--- config.mk ---
export PLATFORM = sky130hd
export DESIGN_NAME = miriscv_lsu
export DESIGN_NICKNAME = d
export VERILOG_FILES = /design/src/rtl/miriscv_lsu.sv
export SDC_FILE = /design/constraint.sdc
export NUM_CORES = 1
export LEC_CHECK = 0
export BUFFER_PORTS_ARGS = -buffer_cell sky130_fd_sc_hd__clkbuf_2
export CORE_AREA = 2 2 114 116
export DETAILED_ROUTE_END_ITERATION = 16
export DIE_AREA = 0 0 116 118
export PLACE_DENSITY = 0.8
export SLEW_MARGIN = 15
export SYNTH_ARGS = -nofsm -noshare
export SYNTH_HDL_FRONTEND = slang
export SYNTH_SLANG_ARGS = --single-unit
--- constraint.sdc ---
create_clock -name clk_i -period 2.05 [get_ports clk_i]
set_input_delay 0.205 -clock clk_i [delete_from_list [all_inputs] [get_ports clk_i]]
set_output_delay 0.205 -clock clk_i [all_outputs]
set_load 0.1 [all_outputs]
--- src/rtl/miriscv_lsu.sv ---
// miriscv_lsu: load/store unit bridging the pipeline to a req/gnt/rvalid data bus with response timeout
module miriscv_lsu #(
  parameter int unsigned RESP_TIMEOUT = 255
) (
  input  logic        clk_i,
  input  logic        rst_i,
  input  logic        lsu_req_i,
  input  logic        lsu_we_i,
  input  logic [2:0]  lsu_size_i,
  input  logic [31:0] lsu_addr_i,
  input  logic [31:0] lsu_data_i,
  output logic        lsu_stall_req_o,
  output logic [31:0] lsu_data_o,
  output logic        lsu_valid_o,
  output logic        lsu_misalign_o,
  output logic        lsu_bus_err_o,
  output logic        data_req_o,
  output logic        data_we_o,
  output logic [3:0]  data_be_o,
  output logic [31:0] data_addr_o,
  output logic [31:0] data_wdata_o,
  input  logic        data_gnt_i,
  input  logic        data_rvalid_i,
  input  logic [31:0] data_rdata_i
);
  typedef enum logic [1:0] {IDLE, REQ, RESP} state_t;
  state_t state;
  logic we_q;
  logic [2:0] size_q;
  logic [31:0] addr_q, wdata_q, wdata_n, sh, ld;
  logic [3:0] be_q, be_n;
  logic [15:0] cnt;
  logic legal, half, timeout;
  always_comb begin
    half = lsu_size_i == 3'd1 || lsu_size_i == 3'd3;
    legal = lsu_size_i == 3'd0 ? lsu_addr_i[1:0] == 2'b00 :
            half ? ~lsu_addr_i[0] : (lsu_size_i == 3'd2 || lsu_size_i == 3'd4);
    be_n = lsu_size_i == 3'd0 ? 4'b1111 :
           half ? (lsu_addr_i[1] ? 4'b1100 : 4'b0011) : 4'b0001 << lsu_addr_i[1:0];
    wdata_n = lsu_size_i == 3'd0 ? lsu_data_i :
              half ? {2{lsu_data_i[15:0]}} : {4{lsu_data_i[7:0]}};
    sh = data_rdata_i >> {addr_q[1:0], 3'b000};
    ld = size_q == 3'd1 ? {{16{sh[15]}}, sh[15:0]} :
         size_q == 3'd2 ? {{24{sh[7]}}, sh[7:0]} :
         size_q == 3'd3 ? {16'b0, sh[15:0]} :
         size_q == 3'd4 ? {24'b0, sh[7:0]} : sh;
    // rvalid arriving on the threshold cycle wins over the timeout
    timeout = state == RESP && !data_rvalid_i && cnt == 16'(RESP_TIMEOUT - 1);
    lsu_misalign_o = state == IDLE && lsu_req_i && !legal;
    lsu_stall_req_o = (state == IDLE && lsu_req_i && legal) || state == REQ ||
                      (state == RESP && !data_rvalid_i && !timeout);
    data_req_o = state == REQ;
    data_we_o = we_q;
    data_be_o = be_q;
    data_addr_o = {addr_q[31:2], 2'b00};
    data_wdata_o = wdata_q;
  end
  always_ff @(posedge clk_i) begin
    if (rst_i) begin
      state <= IDLE;
      cnt <= '0;
      we_q <= 1'b0;
      size_q <= '0;
      addr_q <= '0;
      wdata_q <= '0;
      be_q <= '0;
      lsu_data_o <= '0;
      lsu_valid_o <= 1'b0;
      lsu_bus_err_o <= 1'b0;
    end else begin
      lsu_valid_o <= state == RESP && data_rvalid_i;
      lsu_bus_err_o <= timeout;
      case (state)
        IDLE: if (lsu_req_i && legal) begin
          state <= REQ;
          we_q <= lsu_we_i;
          size_q <= lsu_size_i;
          addr_q <= lsu_addr_i;
          wdata_q <= wdata_n;
          be_q <= be_n;
        end
        REQ: if (data_gnt_i) begin
          state <= RESP;
          cnt <= '0;
        end
        RESP: if (data_rvalid_i) begin
          state <= IDLE;
          if (!we_q) lsu_data_o <= ld;
        end else if (timeout) state <= IDLE;
        else cnt <= cnt + 16'd1;
        default: state <= IDLE;
      endcase
    end
  end
endmodule

### Yosys cells after proc, flatten, opt, wreduce, memory -nomap -nowiden

Cells that the tools add are included.

* register bits: 124
* bits of input ports: 105
* output and inout bits: 106
* word-level logic and storage cells: 74

* add/subtract/negate cells: 1
* equal/unequal tests: 16
* shift operators: 2
* multiplexer cells: 20
* bitwise logic cells: 2
* reductions and logical operators: 23

Operators with widths (number)
* 32-bit 2-to-1 mux: 6
* 16-bit 2-to-1 mux: 3
* 16-bit one-hot mux with 2 select lines: 1
* 32-bit by 5-bit right shift with 32-bit output: 1
* 16-bit by 1-bit adder with 16-bit output, second input constant: 1
* 16-bit by 8-bit equality test with 1-bit output, second input constant: 1
* 3-bit by 2-bit equality test with 1-bit output, second input constant: 4
* 4-bit 2-to-1 mux: 3
* 1-bit logical AND: 8
* 2-bit 2-to-1 mux: 4
* 3-bit by 1-bit equality test with 1-bit output, second input constant: 2
* 3-bit equality test, second input constant: 2
* 2-bit one-hot mux with 3 select lines: 1
* 3-bit AND reduction: 2
* 2-bit logical NOT: 2
* 1-bit logical OR: 4
* 2-bit by 1-bit inequality test with 1-bit output, second input constant: 2
* 2-bit inequality test, second input constant: 2
* 4-bit AND reduction: 1
* 1-bit by 2-bit << shifter with 4-bit output, first input constant: 1
* 1-bit logical NOT: 3
* 3-bit logical NOT: 1
* 3-bit inequality test, second input constant: 1
* 2-bit by 1-bit equality test with 1-bit output, second input constant: 1
* other kinds (5): 7

### Depth between registers and ports, before layout

* depth after elaboration: 7
* mapped depth: 8

### Worst setup path after synthesis

No wires, ideal clock.

* path type: reg-to-output
* from: register state[0]
* to: output port lsu_stall_req_o
* data arrival time: 2.688 ns
* required time: 1.845 ns
* path slack: -0.843 ns
* cell stages (with the launch flop): 3
* buffers on the path: 0
* path through: dfxtp_1 > nor2b_1 > or3_1

RTL lines
* start: declaration: line 27 `state_t state;`
* start signal: assignment: line 60 `state <= IDLE;`
* start signal: assignment: line 75 `state <= REQ;`
* start signal: assignment: line 83 `state <= RESP;`
* 2-bit by 1-bit equality test with 1-bit output
* net data_req_o: line 17 `output logic data_req_o,`
* 1-bit logical OR (2 in a row): line 50 `lsu_stall_req_o = (state == IDLE && lsu_req_i && legal) || state == REQ ||`
* end: declaration: line 12 `output logic lsu_stall_req_o,`

The timed path passes the listed nets, and every way through them passes these cells.

### Worst setup path in the final report

* from: register cnt[10]
* to: output port lsu_stall_req_o

* longest elaborated chain between the ends: 5

RTL lines
* start: declaration: line 32 `logic [15:0] cnt;`
* start signal: assignment: line 90 `else cnt <= cnt + 16'd1;`
* 16-bit by 8-bit equality test with 1-bit output: line 48 `timeout = state == RESP && !data_rvalid_i && cnt == 16'(RESP_TIMEOUT - 1);`
* 1-bit logical AND: line 48
* 1-bit logical NOT: line 51 `(state == RESP && !data_rvalid_i && !timeout);`
* 1-bit logical AND: line 51
* 1-bit logical OR: line 50

No other way between the ends.

==> flow_metrics.py <==
metrics = {
    "synthesis": {
        "synthesis.area_um2": 6269,
        "synth_edf_count": 0,
        "synthAdderAreaFrac_pct": 0.3992,
        "synth_cells": 740,
        "synth_top_family_by_area": "compound AO/OA/AOI/OAI gates",
        "synthTopCellsByArea": "dfxtp_1 40%, a21oi_1 6.6%, o31ai_1 5.9%",
        "synth_top_area_share_pct": 39.60,
        "async_reset_ff_share_pct": 0,
        "yosys_warnings": 0,
        "ys_ff_latch": 124,
        "yosysUniqueCellTypes": 56,
        "synthXorXnorAreaFrac_pct": 0.1397,
        "synth_mux_area_share_pct": 6.347,
        "yosysSeqAreaShare_pct": 39.60,
        "synth-compound-area-share_pct": 27.31,
        "synthFlopType": "dfxtp_1",
        "synth_area_per_cell_um2": 8.471,
        "synth-simple-area-share_pct": 16.91,
        "yosysTopAreaCell": "dfxtp_1",
    },
    "floorplan": {
        "die_area_um2": 13690,
        "dieWidth_um": 116,
        "boundaryPins": 211,
        "rows": 41,
        "start_util_pct": 50.49,
        "core_area_um2": 12410,
        "fp.dieH_um": 118,
    },
    "finish": {
        "synthToLayoutAreaGrowth_pct": 28.48,
        "multi_input_area_um2": 3313,
        "fill_cells": 1071,
        "drive_gt1_share_pct": 34.48,
        "seq_area_um2": 2486,
        "diodes": 0,
        "final_common_cell": "clkbuf_2",
        "num-nets-final": 1001,
        "final_area_um2": 8054,
        "final_cell_mix": "205 x clkbuf_2, 121 x dfxtp_1, 82 x a21oi_1",
        "finalNonFillerCells": 1077,
    },
    "sta": {
        "hold_viol": 0,
        "final.setup_skew_ns": 0.007852,
        "worst_slew_pin_slew_ns": 0.7516,
        "fin_crit_ns": 2.137,
        "slew_headroom_pct": 49.48,
        "setup_ws_ns": -0.08686,
        "rsz0062_at_grt": "true",
        "fin_crit_sh_pct": 104.2,
        "timing.fmax_mhz": 468.0,
        "final-max-slew-violation-count": 0,
        "setup_viol": 1,
    },
    "setup_path": {
        "critPathCaptureType": "primary output",
        "cp_cell_sequence": "nor4_4 -> and4_4 -> a21boi_2 -> or3_4 -> buf_12",
        "cp_max_fo": 2,
        "path_class": "reg2out",
        "arrival_ns": 1.93,
        "startpoint_type": "flip-flop",
        "cp.buffers_inverters": 1,
        "required_ns": 1.85,
        "max_stage_delay_ns": 0.40,
        "reg2reg_slack_ns": 0.12,
        "crit_family": "simple AND/OR/NAND/NOR gates",
        "crit_slowest_cell": "or3_4",
    },
    "power": {
        "vdd_drop_max_mv": 0.5677,
        "clockPowerShare_pct": 41.9,
        "leakage_nw": 3.207,
        "p_seq_share_pct": 34.5,
        "power_density_nw_per_um2": 933.7,
        "swShare_pct": 32.86,
        "p_sw_w": 0.002471,
        "internal_power_w": 0.005049,
        "power_frac_comb_pct": 23.6,
        "total_power_w": 0.007520,
    },
    "drt": {
        "vias": 6461,
        "route.detailed.drc": 0,
        "drt_wl_total_mm": 19.32,
        "via_per_inst": 5.999,
        "drt-initial-drc-count": 560,
        "dr.pass1.iters": 5,
        "antenna_left": 0,
        "wire_per_inst_um": 17.94,
    },
    "global_route": {
        "gr-total-overflow": 0,
        "grt_max_degree": 56,
        "grt_pass1_vias": 6170,
        "grt_pass1_wl_mm": 30.82,
        "grt_usage_pct": 27.94,
        "antenna_found_initial": 0,
    },
    "place": {
        "finalWeightedCongestion": 0.8887,
        "place_inst": 1044,
        "io_buffers": 208,
        "dp_slack_ns": 0.07694,
        "hpwlAfterDp_mm": 13.38,
        "dpl_cell_area_um2": 7373,
    },
    "outcome": {
        "status": "complete, but fails checks",
        "violations": "negative setup slack",
    },
    "cts": {
        "clockRootBuffer": "clkbuf_16",
        "cts_made_buffers": 17,
        "clock_path_buffers": 2,
        "worstSkewPairLatency_ns": 0.41,
        "cts_htree_levels": 4,
        "tritoncts": "done",
        "holdBufCountCts": 0,
        "path_clk_slew_ns": 0.05,
        "clock_sinks": 124,
    },
    "worst_hold_path": {
        "hp-class": "in2reg",
    },
    "flow_run": {
        "drv_cap": 0,
    },
}
## layout make-up
type | count | area share [%]
flip-flops and latches | 124 | 30.87
repair buffers | 243 | 17.26
clock inverters | 7 | 1.709
well taps | 172 | 2.672
multi-input cells | 499 | 41.14
clock buffers | 23 | 5.934
inverters | 9 | 0.4195
## sequential cells by signal, summed over array words and instances (netlist names)
signal / count
addr_q: 32
cnt: 16
data_be_o: 4
data_wdata_o: 32
data_we_o: 1
lsu_bus_err_o: 1
lsu_data_o: 32
lsu_valid_o: 1
size_q: 3
state: 2
## cell usage after synthesis (3+ instances only)
cell type / count
dfxtp_1: 124
a21oi_1: 83
nand2_1: 65
clkbuf_1: 56
o31ai_1: 49
nand4_1: 45
a211oi_1: 38
buf_4: 32
nor2_1: 31
a31oi_1: 29
mux2i_1: 24
a311oi_1: 16
mux2_2: 14
buf_2: 13
inv_1: 9
o211ai_1: 9
a22o_1: 8
buf_1: 8
o2bb2ai_1: 8
or3_1: 7
nand3_1: 6
nor2b_1: 5
nor3b_1: 5
nor4_1: 5
or4_1: 5
nand2b_1: 4
nor3_1: 4
o21ai_0: 3
o21bai_1: 3
## path summary, 6_finish.rpt
check | start | endpoint | cells after the start
setup reg to reg | cnt[0]$_SDFFE_PP0P_ | cnt[8]$_SDFFE_PP0P_ | 5
hold reg to reg | lsu_data_o[1]$_SDFFE_PP0P_ | lsu_data_o[1]$_SDFFE_PP0P_ | 2
hold / removal | lsu_addr_i[21] | addr_q[21]$_SDFFE_PP0P_ | 3
setup / recovery | cnt[10]$_SDFFE_PP0P_ | lsu_stall_req_o | 5
## kinds of logic after synthesis
logic type	after synthesis
AOI/OAI and AO/OA	255
xor gates and xnor gates	1
adders and majority gates	2
buffers and inverters	118
DFF	124
muxes	38
other	1
and+or+nand+nor	201
## metal layers
layer | track usage, % | share of wire, % | routed length [um]
met5 | 0 | 0 | 0
met2 | 45.36 | 49 | 9372
met4 | 10.27 | 2.2 | 434
met3 | 7.106 | 7.7 | 1484
met1 | 35.57 | 42 | 8024
## worst register-to-register path, cell delays in order (launching register included)
cell and delay, ns:
dfxtp_1 0.40, ha_1 0.21, nor4bb_1 0.46, nand3_1 0.22
or4_1 0.43, a21oi_1 0.14
## stage by stage
step / util (%) / hold WS [ns] / TNS [ns]
after CTS: 64.64 / 0.01472 / -0.07302
after detailed placement: 59.39 / 0.4474 / 0
final: 64.88 / 0.02712 / -0.08686
after global routing: 64.88 / 0.02016 / -0.1658
after floorplan: - / 0.2835 / -0.04054
after global placement: 59.39 / 0.4444 / 0
## power by group through the flow
stage	clock (W)	combinational, W	sequential [W]
final	0.00315	0.00177	0.00259
after global routing	0.00329	0.00187	0.00261
after CTS	0.00319	0.00177	0.00259
after detailed placement	0	0.00176	0.00264
after global placement	0	0.00175	0.00264
after floorplan	0	0.000884	0.00312
## repair_timing
action                                  4_1_cts  5_1_grt
pin swaps                                     5        2
resized for setup                             7        5
setup buffers                                 2        1
endpoints found under the setup margin        2        2
Power figures use the tool's default switching activity.
